File: config.mk
export PLATFORM = sky130hd
export DESIGN_NAME = ber_accum
export DESIGN_NICKNAME = d
export VERILOG_FILES = /design/src/rtl/ber_accum.sv
export SDC_FILE = /design/constraint.sdc
export NUM_CORES = 1
export LEC_CHECK = 0
export CELL_PAD_IN_SITES_DETAIL_PLACEMENT = 0
export CELL_PAD_IN_SITES_GLOBAL_PLACEMENT = 1
export CORE_ASPECT_RATIO = 1.1
export CORE_MARGIN = 2
export CORE_UTILIZATION = 45
export CTS_CLUSTER_DIAMETER = 50
export CTS_CLUSTER_SIZE = 8
export DETAILED_ROUTE_END_ITERATION = 8
export GPL_TIMING_DRIVEN = 0
export PLACE_DENSITY = 0.86
export SYNTH_ARGS = -nofsm -noshare
export SYNTH_HDL_FRONTEND = slang
export SYNTH_SLANG_ARGS = --single-unit
File: constraint.sdc
create_clock -name CLK -period 5.3 [get_ports CLK]
set_input_delay 1.06 -clock CLK [delete_from_list [all_inputs] [get_ports CLK]]
set_output_delay 1.06 -clock CLK [all_outputs]
set_load 0.1 [all_outputs]
File: src/rtl/ber_accum.sv
// ber_accum: bit-error accumulator that feeds the BER display stage.
//
// For each valid word it counts one received word and popcount(ERR_MASK) bit
// errors. Every INTERVAL cycles it copies the accumulators into RECV_CNT/ERR_CNT
// and pulses START for one cycle. If the display stage is BUSY, the snapshot
// waits until BUSY drops.
//
// Parameters
//   DW        word width. The display stage scales RECV_CNT by 16, so keep this at 16.
//   TMR_W     width of the update-interval timer
//   WINDOWED  0: counts are cumulative. 1: the accumulators restart at each snapshot.
//
// Ports
//   CLK, RSTX  clock and asynchronous active-low reset
//   EN         enables counting and the timer
//   CLR        synchronous clear of counts, timer and snapshot. Pulses START.
//   INTERVAL   snapshot period in cycles. A value of 0 behaves as 1.
//   DIN_VALID  ERR_MASK holds one received word this cycle
//   ERR_MASK   received XOR expected. Each set bit is one bit error.
//   BUSY       the display stage is busy
//   START      one-cycle pulse. RECV_CNT/ERR_CNT are valid from this cycle on.
//   RECV_CNT   snapshot of the received-word count
//   ERR_CNT    snapshot of the bit-error count
//   SAT        sticky. Set once an accumulator has reached all-ones.
module ber_accum #(
  parameter int unsigned DW       = 16,
  parameter int unsigned TMR_W    = 32,
  parameter bit          WINDOWED = 1'b0
) (
  input  logic             CLK,
  input  logic             RSTX,
  input  logic             EN,
  input  logic             CLR,
  input  logic [TMR_W-1:0] INTERVAL,
  input  logic             DIN_VALID,
  input  logic [DW-1:0]    ERR_MASK,
  input  logic             BUSY,
  output logic             START,
  output logic [59:0]      RECV_CNT,
  output logic [63:0]      ERR_CNT,
  output logic             SAT
);

  localparam int unsigned PcW = $clog2(DW + 1);
  localparam int unsigned RW  = 60;
  localparam int unsigned EW  = 64;

  typedef enum logic [1:0] {StIdle, StRun, StWait} state_e;

  state_e           state_q, state_d;
  logic [TMR_W-1:0] tmr_q, tmr_d, ivl_m1;
  logic             v1_q, v1_d;
  logic [PcW-1:0]   pc1_q, pc, pc_add;
  logic [RW-1:0]    racc_q, racc_d, racc_inc, recv_q, recv_d;
  logic [EW-1:0]    eacc_q, eacc_d, eacc_inc, err_q, err_d;
  logic [RW:0]      racc_sum;
  logic [EW:0]      eacc_sum;
  logic             sat_q, sat_d, start_q, start_d;
  logic             expiry, snap;

  // Stage 1: popcount of the error mask.
  always_comb begin
    pc = '0;
    for (int i = 0; i < int'(DW); i++) begin
      pc = pc + PcW'(ERR_MASK[i]);
    end
  end

  assign v1_d = DIN_VALID & EN;

  // Interval timer. Use >= rather than == so that shrinking INTERVAL below the
  // current count expires right away instead of letting the timer wrap.
  assign ivl_m1 = (INTERVAL == '0) ? '0 : INTERVAL - TMR_W'(1);
  assign expiry = EN && (tmr_q >= ivl_m1);

  always_comb begin
    tmr_d = tmr_q;
    if (CLR) begin
      tmr_d = '0;
    end else if (EN) begin
      tmr_d = expiry ? '0 : tmr_q + TMR_W'(1);
    end
  end

  // Snapshot FSM. A START still high from the previous cycle is treated like
  // BUSY, so START is never high on two consecutive cycles.
  always_comb begin
    state_d = state_q;
    snap    = 1'b0;
    case (state_q)
      StIdle: begin
        if (EN) state_d = StRun;
      end
      StRun: begin
        if (!EN) begin
          state_d = StIdle;
        end else if (expiry) begin
          if (!BUSY && !start_q) snap = 1'b1;
          else                   state_d = StWait;
        end
      end
      StWait: begin
        if (!EN) begin
          state_d = StIdle;
        end else if (!BUSY && !start_q) begin
          snap    = 1'b1;
          state_d = StRun;
        end
      end
      default: state_d = StIdle;
    endcase
    if (CLR) begin
      state_d = EN ? StRun : StIdle;
      snap    = 1'b0;
    end
  end

  // Stage 2: saturating accumulators.
  assign pc_add   = v1_q ? pc1_q : '0;
  assign racc_sum = {1'b0, racc_q} + (RW + 1)'(v1_q);
  assign eacc_sum = {1'b0, eacc_q} + (EW + 1)'(pc_add);
  assign racc_inc = racc_sum[RW] ? '1 : racc_sum[RW-1:0];
  assign eacc_inc = eacc_sum[EW] ? '1 : eacc_sum[EW-1:0];

  always_comb begin
    racc_d = racc_inc;
    eacc_d = eacc_inc;
    // In windowed mode the snapshot takes the old totals, and this cycle's
    // contribution starts the next window, so no word is lost.
    if (WINDOWED && snap) begin
      racc_d = RW'(v1_q);
      eacc_d = EW'(pc_add);
    end
    if (CLR) begin
      racc_d = '0;
      eacc_d = '0;
    end
  end

  always_comb begin
    sat_d   = CLR ? 1'b0 : (sat_q | (&racc_d) | (&eacc_d));
    start_d = CLR | snap;
    recv_d  = recv_q;
    err_d   = err_q;
    if (CLR) begin
      recv_d = '0;
      err_d  = '0;
    end else if (snap) begin
      recv_d = racc_q;
      err_d  = eacc_q;
    end
  end

  always_ff @(posedge CLK or negedge RSTX) begin
    if (!RSTX) begin
      state_q <= StIdle;
      tmr_q   <= '0;
      v1_q    <= 1'b0;
      pc1_q   <= '0;
      racc_q  <= '0;
      eacc_q  <= '0;
      recv_q  <= '0;
      err_q   <= '0;
      sat_q   <= 1'b0;
      start_q <= 1'b0;
    end else begin
      state_q <= state_d;
      tmr_q   <= tmr_d;
      v1_q    <= CLR ? 1'b0 : v1_d;
      pc1_q   <= CLR ? '0 : pc;
      racc_q  <= racc_d;
      eacc_q  <= eacc_d;
      recv_q  <= recv_d;
      err_q   <= err_d;
      sat_q   <= sat_d;
      start_q <= start_d;
    end
  end

  assign START    = start_q;
  assign RECV_CNT = recv_q;
  assign ERR_CNT  = err_q;
  assign SAT      = sat_q;

endmodule

==> run_results.csv <==
group,metric,value,unit
clocking,clk_pin_slew_worst_paths,0.05,ns
clocking,cts_root_buf,"clkbuf_16",
job,maxCapViolations,0,
grt,gr-usage-all-layers,0.248,
critical_path,crit_arrival,5.56,ns
logic_synthesis,synthDistinctLibCells,84,
floorplanning,io_pins,180,
floorplanning,die_x,193,um
routing,totalWireLength,50500,um
power_and_ir_drop,combPwrFrac,0.087,
floorplanning,rows,76,
sta,finalClockSkew,0.0191,ns
layout,area_growth,24.0,%
critical_path,worstPathRequired,5.74,ns
routing,drtIter0Drc,1047,
sta,rsz0062_at_grt,"yes",
clocking,cts.sinks,290,
logic_synthesis,synth_seq_area_share,0.411,
floorplanning,die-area,40900,um^2
logic_synthesis,ys.flop_type,"dfrtp_1",
critical_path,timing.reg2reg.setup_slack,0.85,ns
clocking,numCtsBuffers,46,
routing,antenna_left,0,
logic_synthesis,ys_warn_count,0,
critical_path,cp-end-kind,"flop",
critical_path,startpoint_type,"input port",
sta,post-route-period-util,0.966,
routing,vias,15066,
power_and_ir_drop,p_total,0.00542,W
routing,viasPerCell,5.69,
layout,fillers,3496,
critical_path,rr_startpoint,"v1_q",
layout,diodes,0,
sta,slew_headroom,0.211,
power_and_ir_drop,vdd_drop_max,0.210,mV
floorplanning,coreArea,39000,um^2
run_status,status,"finished clean",
sta,fmax,0.195,GHz
routing,drc_errors,0,
power_and_ir_drop,intPower,0.00415,W
logic_synthesis,netlist_area,17700,um^2
sta,whs,0.537,ns
grt,grt_max_degree,119,
sta,tightest_slew,1.18,ns
logic_synthesis,syn_avg_cell_area,9.40,um^2
layout,drive_gt1_frac,0.0780,
clocking,clock_path_buffers,3,
power_and_ir_drop,p_seq_frac,0.417,
floorplanning,start_util,0.453,
logic_synthesis,syn-num-nets,1995,
critical_path,critPathKind,"in2reg",
power_and_ir_drop,clkPwrFrac,0.496,
power_and_ir_drop,swShare,0.235,
routing,drtPass1Iterations,5,
floorplanning,die_h,212,um
layout,multi_input_area,9920,um^2
layout,final_nets,2245,
clocking,cts_tree,"built",
logic_synthesis,synth-seq-cells,290,
placement,finalWeightedCongestion,0.946,
critical_path,path_max_fanout,10,
clocking,cts-htree-levels,2,
grt,grt_pass1_vias,14844,
critical_path,critPathLaunch,"INTERVAL[25]",
placement,numPortBuffers,179,
grt,grt_pass1_wl,80300,um
logic_synthesis,syn_inst,1879,
logic_synthesis,async_reset_ff_frac,1.00,
worst_hold_path,min_path_type,"in2async",
sta,hold_viol,0,
clocking,clk_latency,0.54,ns
sta,finalSetupViolations,0,
sta,fin_crit,5.12,ns
routing,routedWlPerCell,19.1,um
logic_synthesis,synth_edf_count,0,
power_and_ir_drop,p_switching,0.00127,W
grt,overflow,0,
sta,drv_slew,0,
power_and_ir_drop,leakagePower,8.82,nW
placement,hpwlAfterDp,37000,um
layout,ff_latch_area,7260,um^2
power_and_ir_drop,pwr_density_cell,247,nW/um^2
grt,antenna_found_initial,0,
[per-stage QoR]
step           cell area, um^2  setup WS [ns]  std cells   util  setup TNS, ns
2_1_floorplan            17700         0.0801       1879      -              0
3_3_place_gp             20100          -9.52       2565  0.516       -3019.73
3_5_place_dp             20200          -2.09       2567  0.517        -275.94
4_1_cts                  21700        0.00610       2637  0.557              0
5_1_grt                  21900        -0.0785       2648  0.562          -4.89
6_report                 21900          0.180       2648  0.562              0
[registers in the layout, indices dropped and copies added, names as in the netlist]
| name | flops |
|---|---|
| START | 1 |
| v1_q | 1 |
| SAT | 1 |
| tmr_q | 32 |
| racc_q | 60 |
| eacc_q | 64 |
| RECV_CNT | 60 |
| state_q | 2 |
| ERR_CNT | 64 |
| pc1_q | 5 |
[metal layers]
layer / share of wire / wire length, um / up-vias / track usage
met5: 0 / 0 / - / 0
met4: 0.033 / 1650 / 0 / 0.0854
met3: 0.051 / 2580 / 100 / 0.0365
met2: 0.48 / 24200 / 417 / 0.411
met1: 0.44 / 22100 / 7406 / 0.330
li1: - / - / 7143 / -
[repair_timing]
item	CTS	global route
setup buffers	11	11
cloned	0	0
resized for setup	50	50
pin swaps	3	10
hold buffers	0	0
endpoints found under the setup margin	157	155
[worst paths after layout]
check | end | depth (start not counted)
worst max-delay path | RECV_CNT[6] | 17
worst min-delay path | ERR_CNT[11] | 1
worst max register to register | SAT | 13
worst min register to register | tmr_q[12] | 1
max in group asynchronous | RECV_CNT[15] | 3
min in group CLK | tmr_q[12] | 1
[placed cells by master (no fill, tap or decap), drive strengths merged, types with 11 or more instances in the layout]
cell type / n
clkdlybuf4s50: 172
nor3: 41
o21ai: 26
or4: 15
clkbuf: 131
nand3: 65
ha: 51
a211oi: 11
and3: 33
fa: 11
xor2: 64
nand4: 60
mux2i: 129
xnor2: 60
nand2b: 271
inv: 42
dfrtp: 290
nor2: 95
nor4: 37
a21o: 14
or3: 12
nand2: 131
and2: 23
a21oi: 133
buf: 53
a31oi: 33
and4: 14
[Yosys cell counts (5+ instances only)]
library cell | instances | area share
a31oi_1 | 33 | 0.012
or2_2 | 5 | 0.0018
a21oi_1 | 133 | 0.038
a211oi_1 | 10 | 0.0042
or4_1 | 14 | 0.0059
nand2b_1 | 271 | 0.096
xor2_1 | 64 | 0.032
buf_1 | 17 | 0.0036
o21ai_0 | 26 | 0.0074
fa_1 | 11 | 0.012
or3_1 | 11 | 0.0039
o211ai_1 | 8 | 0.0034
and4_1 | 14 | 0.0069
nor3b_1 | 5 | 0.0021
mux2i_1 | 129 | 0.073
dfrtp_1 | 290 | 0.41
nor2b_1 | 8 | 0.0028
o2111ai_1 | 8 | 0.0040
and3_1 | 33 | 0.012
nand4_1 | 57 | 0.020
nor2_1 | 94 | 0.020
a21o_1 | 14 | 0.0059
o21ba_2 | 5 | 0.0028
ha_1 | 51 | 0.036
nand2_1 | 130 | 0.028
nor4_1 | 32 | 0.011
o21a_1 | 5 | 0.0021
inv_1 | 42 | 0.0089
xnor2_1 | 60 | 0.030
nand3_1 | 64 | 0.018
and2_1 | 23 | 0.0081
nor3_1 | 40 | 0.011
a41oi_1 | 5 | 0.0025
clkbuf_1 | 81 | 0.017
[power groups by stage]
stage                     clock, W  combinational [W]  sequential (W)
after floorplan                  0           0.000267         0.00229
final                      0.00269           0.000472         0.00226
after CTS                  0.00273           0.000473         0.00226
after global routing       0.00284           0.000529         0.00226
after detailed placement         0           0.000464         0.00229
after global placement           0           0.000450         0.00230
[logic make-up after synthesis]
family / Yosys count / share of synthesized area
xor gates and xnor gates: 124 / 0.0615
adders and majority gates: 62 / 0.0486
muxes: 131 / 0.0744
buffers and inverters: 149 / 0.0336
and+or+nand+nor: 833 / 0.267
AOI/OAI and AO/OA: 290 / 0.104
DFF: 290 / 0.411
[critical path: stages]
cell and delay, ns:
clkdlybuf4s50_1 0.45, or4_1 0.57, nor3_1 0.44, nand3_4 0.23
buf_8 0.21, nand2_1 0.08, ha_1 0.25, a21o_1 0.20
a211o_1 0.32, a211oi_2 0.19, o211ai_1 0.15, a311o_1 0.38
and2_4 0.19, o2111a_2 0.30, buf_4 0.19, buf_6 0.16
mux2i_1 0.18
[cell type report]
cell class | count | share of cell area
clock inverter | 8 | 0.00343
inverter | 42 | 0.00719
sequential | 290 | 0.331
timing repair buffer | 203 | 0.0926
multi-input combinational | 1440 | 0.453
tap | 507 | 0.0289
clock buffer | 52 | 0.0574
buffer | 106 | 0.0264
Note: power is estimated with default switching activity, not from simulation.
